File: src/rtl/uart_pkg.sv
// uart_pkg: shared state type and constants for the 8N1 UART receive/transmit pair.
package uart_pkg;
    typedef enum logic [2:0] {IDLE, START, DATA, STOP, BREAK} uart_rx_state_t;
    localparam int UART_DATA_BITS = 8;
    localparam int UART_CLKS_PER_BIT_9600 = 1250;
    function automatic logic maj3(input logic a, input logic b, input logic c);
        return (a & b) | (a & c) | (b & c);
    endfunction
endpackage

File: src/rtl/uart_sync2.sv
// uart_sync2: two-flop synchronizer for an asynchronous pin, both flops reset high (idle level).
module uart_sync2 (
    input  logic hwclk,
    input  logic rst_n,
    input  logic d,
    output logic q
);
    logic meta;
    always_ff @(posedge hwclk) begin
        if (!rst_n) {q, meta} <= 2'b11;
        else {q, meta} <= {meta, d};
    end
endmodule

File: src/rtl/uart_rx_8n1.sv
// uart_rx_8n1: 8N1 UART receiver with mid-bit sampling, stop-bit check and one-cycle strobes.
// Define UART_RX_MAJORITY_EN to vote 2-of-3 over the last three synchronized samples.
module uart_rx_8n1
    import uart_pkg::*;
#(
    parameter int CLKS_PER_BIT = UART_CLKS_PER_BIT_9600
) (
    input  logic       hwclk,
    input  logic       rst_n,
    input  logic       en,
    input  logic       rx_in,
    output logic [7:0] rx_byte,
    output logic       rx_valid,
    output logic       frame_err,
    output logic       busy
);
    localparam int CW = $clog2(CLKS_PER_BIT);
    localparam logic [CW-1:0] HALF_LAST = CW'(CLKS_PER_BIT / 2 - 1);
    localparam logic [CW-1:0] FULL_LAST = CW'(CLKS_PER_BIT - 1);
    localparam logic [2:0] LAST_BIT = 3'(UART_DATA_BITS - 1);

    uart_rx_state_t state, state_n;
    logic [CW-1:0] cnt, cnt_n;
    logic [2:0] bit_cnt, bit_n;
    logic [UART_DATA_BITS-1:0] shreg, shreg_n;
    logic [7:0] byte_n;
    logic valid_n, err_n, rx_s, sample, at_half, at_full;

    uart_sync2 u_sync (
        .hwclk(hwclk),
        .rst_n(rst_n),
        .d(rx_in),
        .q(rx_s)
    );

`ifdef UART_RX_MAJORITY_EN
    logic [1:0] hist;
    always_ff @(posedge hwclk) begin
        if (!rst_n) hist <= 2'b11;
        else hist <= {hist[0], rx_s};
    end
    assign sample = maj3(rx_s, hist[0], hist[1]);
`else
    assign sample = rx_s;
`endif

    assign at_half = cnt == HALF_LAST;
    assign at_full = cnt == FULL_LAST;
    assign busy = state != IDLE;

    always_comb begin
        state_n = state;
        cnt_n = cnt;
        bit_n = bit_cnt;
        shreg_n = shreg;
        byte_n = rx_byte;
        valid_n = 1'b0;
        err_n = 1'b0;
        if (!en) begin
            state_n = IDLE;
            cnt_n = '0;
            bit_n = '0;
            shreg_n = '0;
        end else begin
            case (state)
                IDLE: begin
                    cnt_n = '0;
                    if (!rx_s) begin
                        state_n = START;
                        bit_n = '0;
                    end
                end
                START: begin
                    cnt_n = at_half ? '0 : cnt + CW'(1);
                    if (at_half) state_n = sample ? IDLE : DATA;
                end
                DATA: begin
                    cnt_n = at_full ? '0 : cnt + CW'(1);
                    if (at_full) begin
                        shreg_n = {sample, shreg[UART_DATA_BITS-1:1]};
                        bit_n = bit_cnt + 3'd1;
                        if (bit_cnt == LAST_BIT) state_n = STOP;
                    end
                end
                STOP: begin
                    cnt_n = at_full ? '0 : cnt + CW'(1);
                    if (at_full) begin
                        state_n = sample ? IDLE : BREAK;
                        byte_n = sample ? shreg : rx_byte;
                        valid_n = sample;
                        err_n = !sample;
                    end
                end
                BREAK: if (rx_s) state_n = IDLE;
                default: state_n = IDLE;
            endcase
        end
    end

    always_ff @(posedge hwclk) begin
        if (!rst_n) begin
            state <= IDLE;
            cnt <= '0;
            bit_cnt <= '0;
            shreg <= '0;
            rx_byte <= '0;
            rx_valid <= 1'b0;
            frame_err <= 1'b0;
        end else begin
            state <= state_n;
            cnt <= cnt_n;
            bit_cnt <= bit_n;
            shreg <= shreg_n;
            rx_byte <= byte_n;
            rx_valid <= valid_n;
            frame_err <= err_n;
        end
    end
endmodule

File: config.mk
export PLATFORM = sky130hd
export DESIGN_NAME = uart_rx_8n1
export DESIGN_NICKNAME = d
export VERILOG_FILES = /design/src/rtl/uart_pkg.sv /design/src/rtl/uart_sync2.sv /design/src/rtl/uart_rx_8n1.sv
export SDC_FILE = /design/constraint.sdc
export NUM_CORES = 1
export LEC_CHECK = 0
export ABC_AREA = 1
export CAP_MARGIN = 5
export CORE_MARGIN = 8
export CORE_UTILIZATION = 55
export CTS_CLUSTER_DIAMETER = 60
export DETAILED_ROUTE_END_ITERATION = 8
export PLACE_DENSITY_LB_ADDON = 0.1
export REMOVE_ABC_BUFFERS = 1
export SETUP_SLACK_MARGIN = 0.15
export SYNTH_ARGS = -nofsm -noshare
export SYNTH_HDL_FRONTEND = slang
export SYNTH_HIERARCHICAL = 1
export SYNTH_SLANG_ARGS = --single-unit
export TNS_END_PERCENT = 20
File: constraint.sdc
create_clock -name hwclk -period 3.6 [get_ports hwclk]
set_clock_uncertainty 0.2 [all_clocks]
set_input_delay 0.72 -clock hwclk [delete_from_list [all_inputs] [get_ports hwclk]]
set_output_delay 0.72 -clock hwclk [all_outputs]
set_load 0.005 [all_outputs]
==> results_dict.tcl <==
set metrics [dict create \
    grt.total_usage 0.132 \
    antenna_found_initial 0 \
    combinationalPowerShare 0.044 \
    htreeDepth 2 \
    cts_hold_buf 0 \
    postCtsResizedCells 0 \
    layout_commonest_cell "nor2_1" \
    syn_avg_cell_area_sq_um 7.22 \
    async_flop_share 0 \
    insertion_delay_ns 0.33 \
    synth.top_cells.by_area "dfxtp_1 (44%), nor2_1 (12%), nand2_1 (10%)" \
    seq_power_share 0.596 \
    synthesis.area_sq_mm 0.00169 \
    synth_flop_cell "dfxtp_1" \
    rsz0062_at_grt "false" \
    die_h_um 71.4 \
    ys_seq_area_frac 0.439 \
    leakage_nw 0.856 \
    fin_cells 284 \
    gp_routability_congestion 0.845 \
    wirelength_um 3080 \
    io_buffers 14 \
    setup_tns_ns 0 \
    final_max_slew_viol_count 0 \
    cp-start-kind "register" \
    drt_iter0_drc 117 \
    crit_slowest_cell "dfxtp_1" \
    clockBufferDepth 2 \
    cts_num_sinks 37 \
    coreArea_sq_mm 0.00298 \
    max_slew_margin 0.732 \
    crit_path_cell_trace "inv_2 -> nand2_1 -> clkdlybuf4s50_1" \
    cts_made_buffers 5 \
    crit_family "buffers and inverters" \
    hp-start "u_sync/meta" \
    synth-warning-count 6 \
    whs_ns 0.213 \
    dp.cells 276 \
    worstPathRequired_ns 2.68 \
    maxCapViolCount 0 \
    rows 20 \
    grt_pass1_wl_um 5530 \
    max_freq_mhz 394 \
    drive_gt1_frac 0.0717 \
    nNetsFinal 259 \
    reg2reg_from "state[2]" \
    power.density_mw_per_mm2 364 \
    clkSlewWorstSetupHoldPaths_ns 0.11 \
    hold_violations 0 \
    root_buffer "clkbuf_4" \
    area_delta_synth_final_pct 13.0 \
    via_per_inst 5.00 \
    crit_type "register to primary output" \
    critPathMaxFanout 10 \
    critPathBufInv 2 \
    fp.dieW_um 71.4 \
    endpoint_kind "primary output" \
    status "finished clean" \
    p_sw_frac 0.228 \
    initial_core_util 0.567 \
    grt_max_degree 18 \
    yosysTopAreaCellShare 0.439 \
    post-route-period-util 0.705 \
    reg2reg_slack_ns 1.39 \
    vdd_drop_max_v 0.000238 \
    worst_slew_pin_slew_ns 0.401 \
    p_sw_mw 0.159 \
    synth-edff-count 0 \
    synth_top_area_cell "dfxtp_1" \
    ys_seq_elements 37 \
    fin_util 0.641 \
    ant_nets 0 \
    cts_setup_buffers 0 \
    hold_path_class "register to register" \
    internal_power_mw 0.536 \
    first_global_vias 1287 \
    num_io_pins 15 \
    cp-startpoint "state[2]" \
    vias 1419 \
    synth.distinct_cells 27 \
    finalPower_mw 0.695 \
    design.die.area_sq_mm 0.00510 \
    slowest_delay_ns 0.50 \
    hpwl_um 2230 \
    syn_inst 234 \
    dr.pass1.iters 5 \
    cts_tree "yes" \
    nFillCells 288 \
    diodes 0 \
    worstPathArrival_ns 1.62 \
    setup_viol 0 \
    min_period_ns 2.54 \
    pwr-share-clk 0.361 \
    drc 0 \
    wl_per_cell_um 10.9 \
    grt.overflow.total 0 \
    final_cell_mix "nor2_1 (53), nand2_1 (46), dfxtp_1 (37), inv_1 (29), clkdlybuf4s50_1 (14)" \
]
-- logic make-up (layout without fill, tap and decap cells) --
group / count (synthesis) / in the layout / synth area share
XOR/XNOR: 5 / 5 / 0.0259
AO/OA/AOI/OAI: 22 / 22 / 0.0674
flip-flops: 37 / 37 / 0.439
AND/OR/NAND/NOR: 129 / 129 / 0.343
buffers and inverters: 36 / 53 / 0.0881
adder cells (fa/ha/maj): 5 / 5 / 0.0370
-- synth_stat cells, drive strengths merged, types with 2 or more instances --
cell / number
a21oi: 8
buf: 4
dfxtp: 37
ha: 5
inv: 31
nand2: 49
nand3: 12
nand4: 7
nor2: 55
nor3: 4
o21ai: 12
xnor2: 2
xor2: 3
-- worst register-to-register path, stage by stage (launching register included) --
cell,delay [ns]
dfxtp_1,0.41
inv_2,0.20
nand2_2,0.08
nor2_1,0.19
nand4_1,0.38
inv_1,0.43
nor2_1,0.08
a211oi_1,0.16
-- worst paths after layout --
kind                     end  cells after the start
hold / removal      u_sync/q                      2
setup / recovery        busy                      3
hold reg to reg     u_sync/q                      2
setup reg to reg  bit_cnt[0]                      7
-- stage by stage --
step,worst slack (ns),area [sq um]
after floorplan,1.82,1660
after global placement,0.877,1840
after detailed placement,0.849,1840
after CTS,1.07,1910
after global routing,0.969,1910
final,1.06,1910
-- sequential cells by signal (all words and copies together) (netlist names) --
signal	flops
cnt	11
rx_byte	8
shreg	8
bit_cnt	3
state	3
frame_err	1
rx_valid	1
u_sync/meta	1
u_sync/q	1
-- layer usage --
metal	up-vias	track usage	wire length [um]
met4	0	0.0624	34
met2	10	0.200	1380
li1	769	-	-
met1	636	0.170	1600
met5	-	0	0
met3	4	0.0335	63
-- final cells by class --
cell class	instances	area, sq um	area share
inverters	31	116	0.0610
multi-input cells	161	800	0.419
clock buffers	7	65.1	0.0341
well taps	33	41.3	0.0216
clock inverters	1	5.00	0.00262
repair buffers	14	140	0.0734
flip-flops and latches	37	741	0.388
-- power by group through the flow --
| stage | logic [mW] | registers [mW] | clock network [mW] |
|---|---|---|---|
| floorplan | 0.0190 | 0.423 | 0 |
| global placement | 0.0307 | 0.423 | 0 |
| detailed placement | 0.0304 | 0.424 | 0 |
| CTS | 0.0305 | 0.414 | 0.258 |
| global route | 0.0348 | 0.415 | 0.278 |
| finish | 0.0303 | 0.414 | 0.251 |
Note: power is estimated with default switching activity, not from simulation.
==> patch 1: new RTL, same flow settings <==
Re-encode `uart_rx_state_t` (5 states) as Gray code, 3 bits wide.
--- a/src/rtl/uart_pkg.sv
+++ b/src/rtl/uart_pkg.sv
@@ -1,5 +1,5 @@
 // uart_pkg: shared state type and constants for the 8N1 UART receive/transmit pair.
 package uart_pkg;
-    typedef enum logic [2:0] {IDLE, START, DATA, STOP, BREAK} uart_rx_state_t;
+    typedef enum logic [2:0] {IDLE = 3'b000, START = 3'b001, DATA = 3'b011, STOP = 3'b010, BREAK = 3'b110} uart_rx_state_t;
     localparam int UART_DATA_BITS = 8;
     localparam int UART_CLKS_PER_BIT_9600 = 1250;
Function: no difference found for any inputs over 10 cycles, from zero or initial values and one cycle with rst_n low; not proved beyond that.
==> patch 1 against the unedited design <==
  * Core utilization rose by 0.57 points
  * Area after synthesis grew 13%
  * Fmax decreased by 5.8%
  * Non-clock buffer count increased by 1
  * Setup slack got worse by 0.16 ns
  * Wire length is 19% higher
  * Sequential cell count unchanged
  * First-iteration DRC count shrank 13%
  * Cell area up 13%
Power is not compared: it rests on default switching activity, and its combinational part moved more than twofold at a synthesized area within 25%.
==> patch 1: results (changes against the unedited design) <==
stage	metric	value	unit	change
clocking	Worst-path clk slew	0.11	ns	about the same
synthesis	top cells by count, synth	58 x nand2_1, 39 x inv_1, 37 x dfxtp_1, 21 x nor2_1, 19 x nand3_1		
power_and_ir_drop	Leak	0.957	nW	
synthesis	asr flop ratio synth	0		unchanged
setup_path	Setup crit start	state[2]$_SDFFE_PN0P_		
drt	DRT Pass-1 Iters	4		-1
clocking	post-cts sizing count	0		unchanged
timing	worst slew pin tran	0.439	ns	+0.0372 ns
final_layout	Largest regs	cnt x11, rx_byte x8, shreg x8		
clocking	H-tree levels	2		unchanged
setup_path	setup slack, reg-to-reg	1.72	ns	+0.33 ns
synthesis	Synth area leaders	dfxtp_1 39%, nand2_1 11%, inv_1 7.7%		
setup_path	Crit Path Max Fanout	13		+3
setup_path	Critical R2R Launch	cnt[0]$_SDFFE_PN0P_		
drt	Routed WL per cell	11.4	µm	+4.8%
drt	vias	1609		+13%
synthesis	Synth Area in Compound Gates	0.132		+0.0647
synthesis	Post-Synth Adder-Cell Area	0.0329		-0.00416
global_routing	vias in the first global route	1464		+14%
power_and_ir_drop	P_sw	199	µW	
setup_path	Reg-to-Reg End	bit_cnt[0]$_SDFFE_PN0P_		
synthesis	mux contribution to synthesized area	0		unchanged
clocking	worst-case clock buffer depth	2		unchanged
run_status	status	completed		
drt	routed vias/inst	5.00		about the same
placed_design	post-DP HPWL	2700	µm	+21%
setup_path	R2R cell count	10		+3
clocking	Clk Latency, worst-skew pair	0.35	ns	+0.02 ns
final_layout	layout cells sized above 1	0.152		+0.0805
synthesis	distinct cell type count after synthesis	29		+7.4%
placed_design	Final GP Congestion	0.875		+3.6%
synthesis	share of the yosys chip area belonging to registers	0.389		-0.0493
placed_design	number of I/O port buffers	14		unchanged
power_and_ir_drop	Peak VDD IR	0.211	mV	
worst_hold_path	Hold Path End	u_sync/q$_SDFF_PN1_		
power_and_ir_drop	Seq pwr share	0.524		
clocking	postcts setup bufs	0		unchanged
power_and_ir_drop	Comb pwr share	0.096		
synthesis	Top FF cell, synth	dfxtp_1		
synthesis	XOR/XNOR Fraction of Synth Area	0.00920		-0.0167
placed_design	area of placed instances	0.00207	mm²	+13%
global_routing	initial antenna violation count	0		unchanged
drt	drt initial violations	102		-13%
global_routing	gr usage total	0.148		+0.0161
global_routing	largest net degree at the start of global routing	18		unchanged
global_routing	first-pass GRT wire length	6420	µm	+16%
synthesis	share of the synthesized area in the top cell type	0.389		-0.0493
synthesis	Syn Inst Count	259		+11%
final_layout	Nets	284		+9.7%
clocking	CTS Root Cell	clkbuf_4		
placed_design	dpl cells	314		+14%
[patch 1: critical path, cell delays in order, from the launching register on]
cell and delay, ns:
dfxtp_1 0.53, inv_2 0.19, nand3_1 0.18, clkdlybuf4s50_1 0.53
[patch 1: routing by layer]
layer  vias up  wire length, µm  global-route usage
met2        37             1540               0.224
met5         -                0                   0
met4         0               58              0.0609
met1       706             1850               0.191
met3         6              221              0.0439
li1        860                -                   -
[patch 1: per-stage QoR]
stage	setup WS [ns]	power (mW)	hold slack, ns
after floorplan	1.87	0.482	0.180
after CTS	0.891	0.809	0.221
after global placement	1.05	0.507	0.201
after global routing	0.817	0.841	0.272
final	0.907	0.803	0.218
after detailed placement	1.02	0.507	0.196
[patch 1: cell type report]
type,count,area [µm²]
clock buffer,6,51.3
clock inverter,2,37.5
fill,310,1180
inverter,48,185
multi-input combinational,168,937
sequential,37,741
tap,46,57.6
timing repair buffer,15,148
==> patch 2: new RTL, same settings <==
Made on the original files. Add a define of `UART_RX_MAJORITY_EN`.
--- a/src/rtl/uart_rx_8n1.sv
+++ b/src/rtl/uart_rx_8n1.sv
@@ -1,4 +1,6 @@
 // uart_rx_8n1: 8N1 UART receiver with mid-bit sampling, stop-bit check and one-cycle strobes.
 // Define UART_RX_MAJORITY_EN to vote 2-of-3 over the last three synchronized samples.
+`define UART_RX_MAJORITY_EN
+
 module uart_rx_8n1
     import uart_pkg::*;
Function: same outputs for any inputs over 10 cycles, from zero or initial values and one cycle with rst_n low; that may be too few to reach the edited logic, so the function may still have changed.
==> patch 2 against the unedited design <==
  * Wire length rose by 16%
  * Sequential cell count grew 2
  * Cell count up 16%
  * Die area is 8.5% higher
  * Setup slack better by 0.0014 ns
  * Via count rose by 12%
  * Synthesized cell count rose by 13%
  * Area after synthesis is 11% higher
  * Cell area is 10% higher
  * Critical path depth unchanged
  * Highest routed layer unchanged
Power is not compared: it rests on default switching activity, and its combinational part moved more than twofold at a synthesized area within 25%.
==> patch 2: results (changes against the unedited design) <==
stage	metric	value	unit	change
run_status	status	completed		
final_layout	sequential cell area share	0.371		-0.0170
drt	met3 wire length	142	µm	+130%
timing	worst slew pin tran	0.465	ns	+0.0638 ns
final_layout	# diodes	0		unchanged
final_layout	multi-input combinational gate total	183		+14%
synthesis	Synth area leaders	dfxtp_1 42%, nand2_1 13%, nor2_1 9.6%		
clocking	postcts setup bufs	0		unchanged
synthesis	share of the yosys chip area belonging to registers	0.417		-0.0220
setup_path	setup slack, reg-to-reg	1.59	ns	+0.20 ns
power_and_ir_drop	Seq. pwr	449	µW	
worst_hold_path	Hold Startpoint	hist[0]$_SDFF_PN1_		
synthesis	distinct cell type count after synthesis	27		unchanged
drt	WL final	3580	µm	+16%
drt	top routing layer used	met4		
drt	wire length on met2	1670	µm	+21%
final_layout	clk tree area frac	0.0256		-0.0111
global_routing	gr usage total	0.152		+0.0201
final_layout	non-clock buffer count	16		+2
setup_path	Data arrival, critical path	1.62	ns	about the same
final_layout	fraction of area in multi-input gates	0.436		+0.0170
clocking	CTS tree	yes		
power_and_ir_drop	Peak VDD IR	0.216	mV	
drt	drt initial violations	83		-29%
setup_path	R2R cell count	6		-1
final_layout	Fillers	332		+15%
power_and_ir_drop	Pint	547	µW	
final_layout	layout cells sized above 1	0.120		+0.0484
worst_hold_path	Hold Path End	hist[1]$_SDFF_PN1_		
global_routing	initial antenna violation count	0		unchanged
placed_design	post-DP HPWL	2610	µm	+17%
placed_design	Final GP Congestion	0.817		-3.3%
placed_design	number of I/O port buffers	14		unchanged
final_layout	CLK BUF	6		-1
global_routing	GRT met2 Usage	0.255		+0.0546
synthesis	top cells by count, synth	65 x nand2_1, 48 x nor2_1, 39 x dfxtp_1, 31 x inv_1, 16 x o21ai_0		
drt	met1 WL	1710	µm	+6.7%
drt	DRT Pass-1 Iters	4		-1
drt	vias	1591		+12%
final_layout	invs w/o clock	37		+19%
global_routing	first-pass GRT wire length	6590	µm	+19%
global_routing	met3 Resource Use GR	0.0404		+0.00696
global_routing	vias in the first global route	1499		+16%
final_layout	buffer share of cell area	0.0738		+0.000323
global_routing	met1 Usage GRT	0.183		+0.0122
clocking	Clk Latency, worst-skew pair	0.35	ns	+0.02 ns
setup_path	Crit Path Max Fanout	11		+1
clocking	Worst-path clk slew	0.12	ns	
setup_path	Reg-to-Reg End	shreg[0]$_SDFFE_PN0P_		
global_routing	largest net degree at the start of global routing	15		-3
final_layout	num sequential	39		+5.4%
final_layout	Nets	291		+12%
patch 2: cell count changes after synthesis, moves of 3 or more:
cell	before	now
a21oi_2	0	4
inv_2	2	6
nand2_1	46	65
nand3_1	10	7
nor2_1	53	48
nor2_2	0	3
o21ai_0	11	16
patch 2: per-stage QoR:
stage	hold slack [ns]	instance area, µm²	setup WS (ns)	instances
floorplan	0.180	1840	1.92	259
CTS	0.230	2100	1.03	329
global placement	0.195	2050	1.27	321
global route	0.274	2100	0.949	329
detailed placement	0.192	2050	1.25	321
finish	0.225	2100	1.06	329
patch 2: cell families after synthesis:
kind of cell	after synthesis	share of synthesized area
XOR/XNOR	2	0.00935
buffers and inverters	43	0.0941
flip-flops	39	0.417
AO/OA/AOI/OAI	34	0.105
adder cells (fa/ha/maj)	5	0.0334
AND/OR/NAND/NOR	142	0.342
patch 2: critical path, stage by stage, from the launching register on:
cell	delay [ns]
dfxtp_1	0.61
nor2_2	0.08
nand2_1	0.09
clkdlybuf4s50_1	0.50
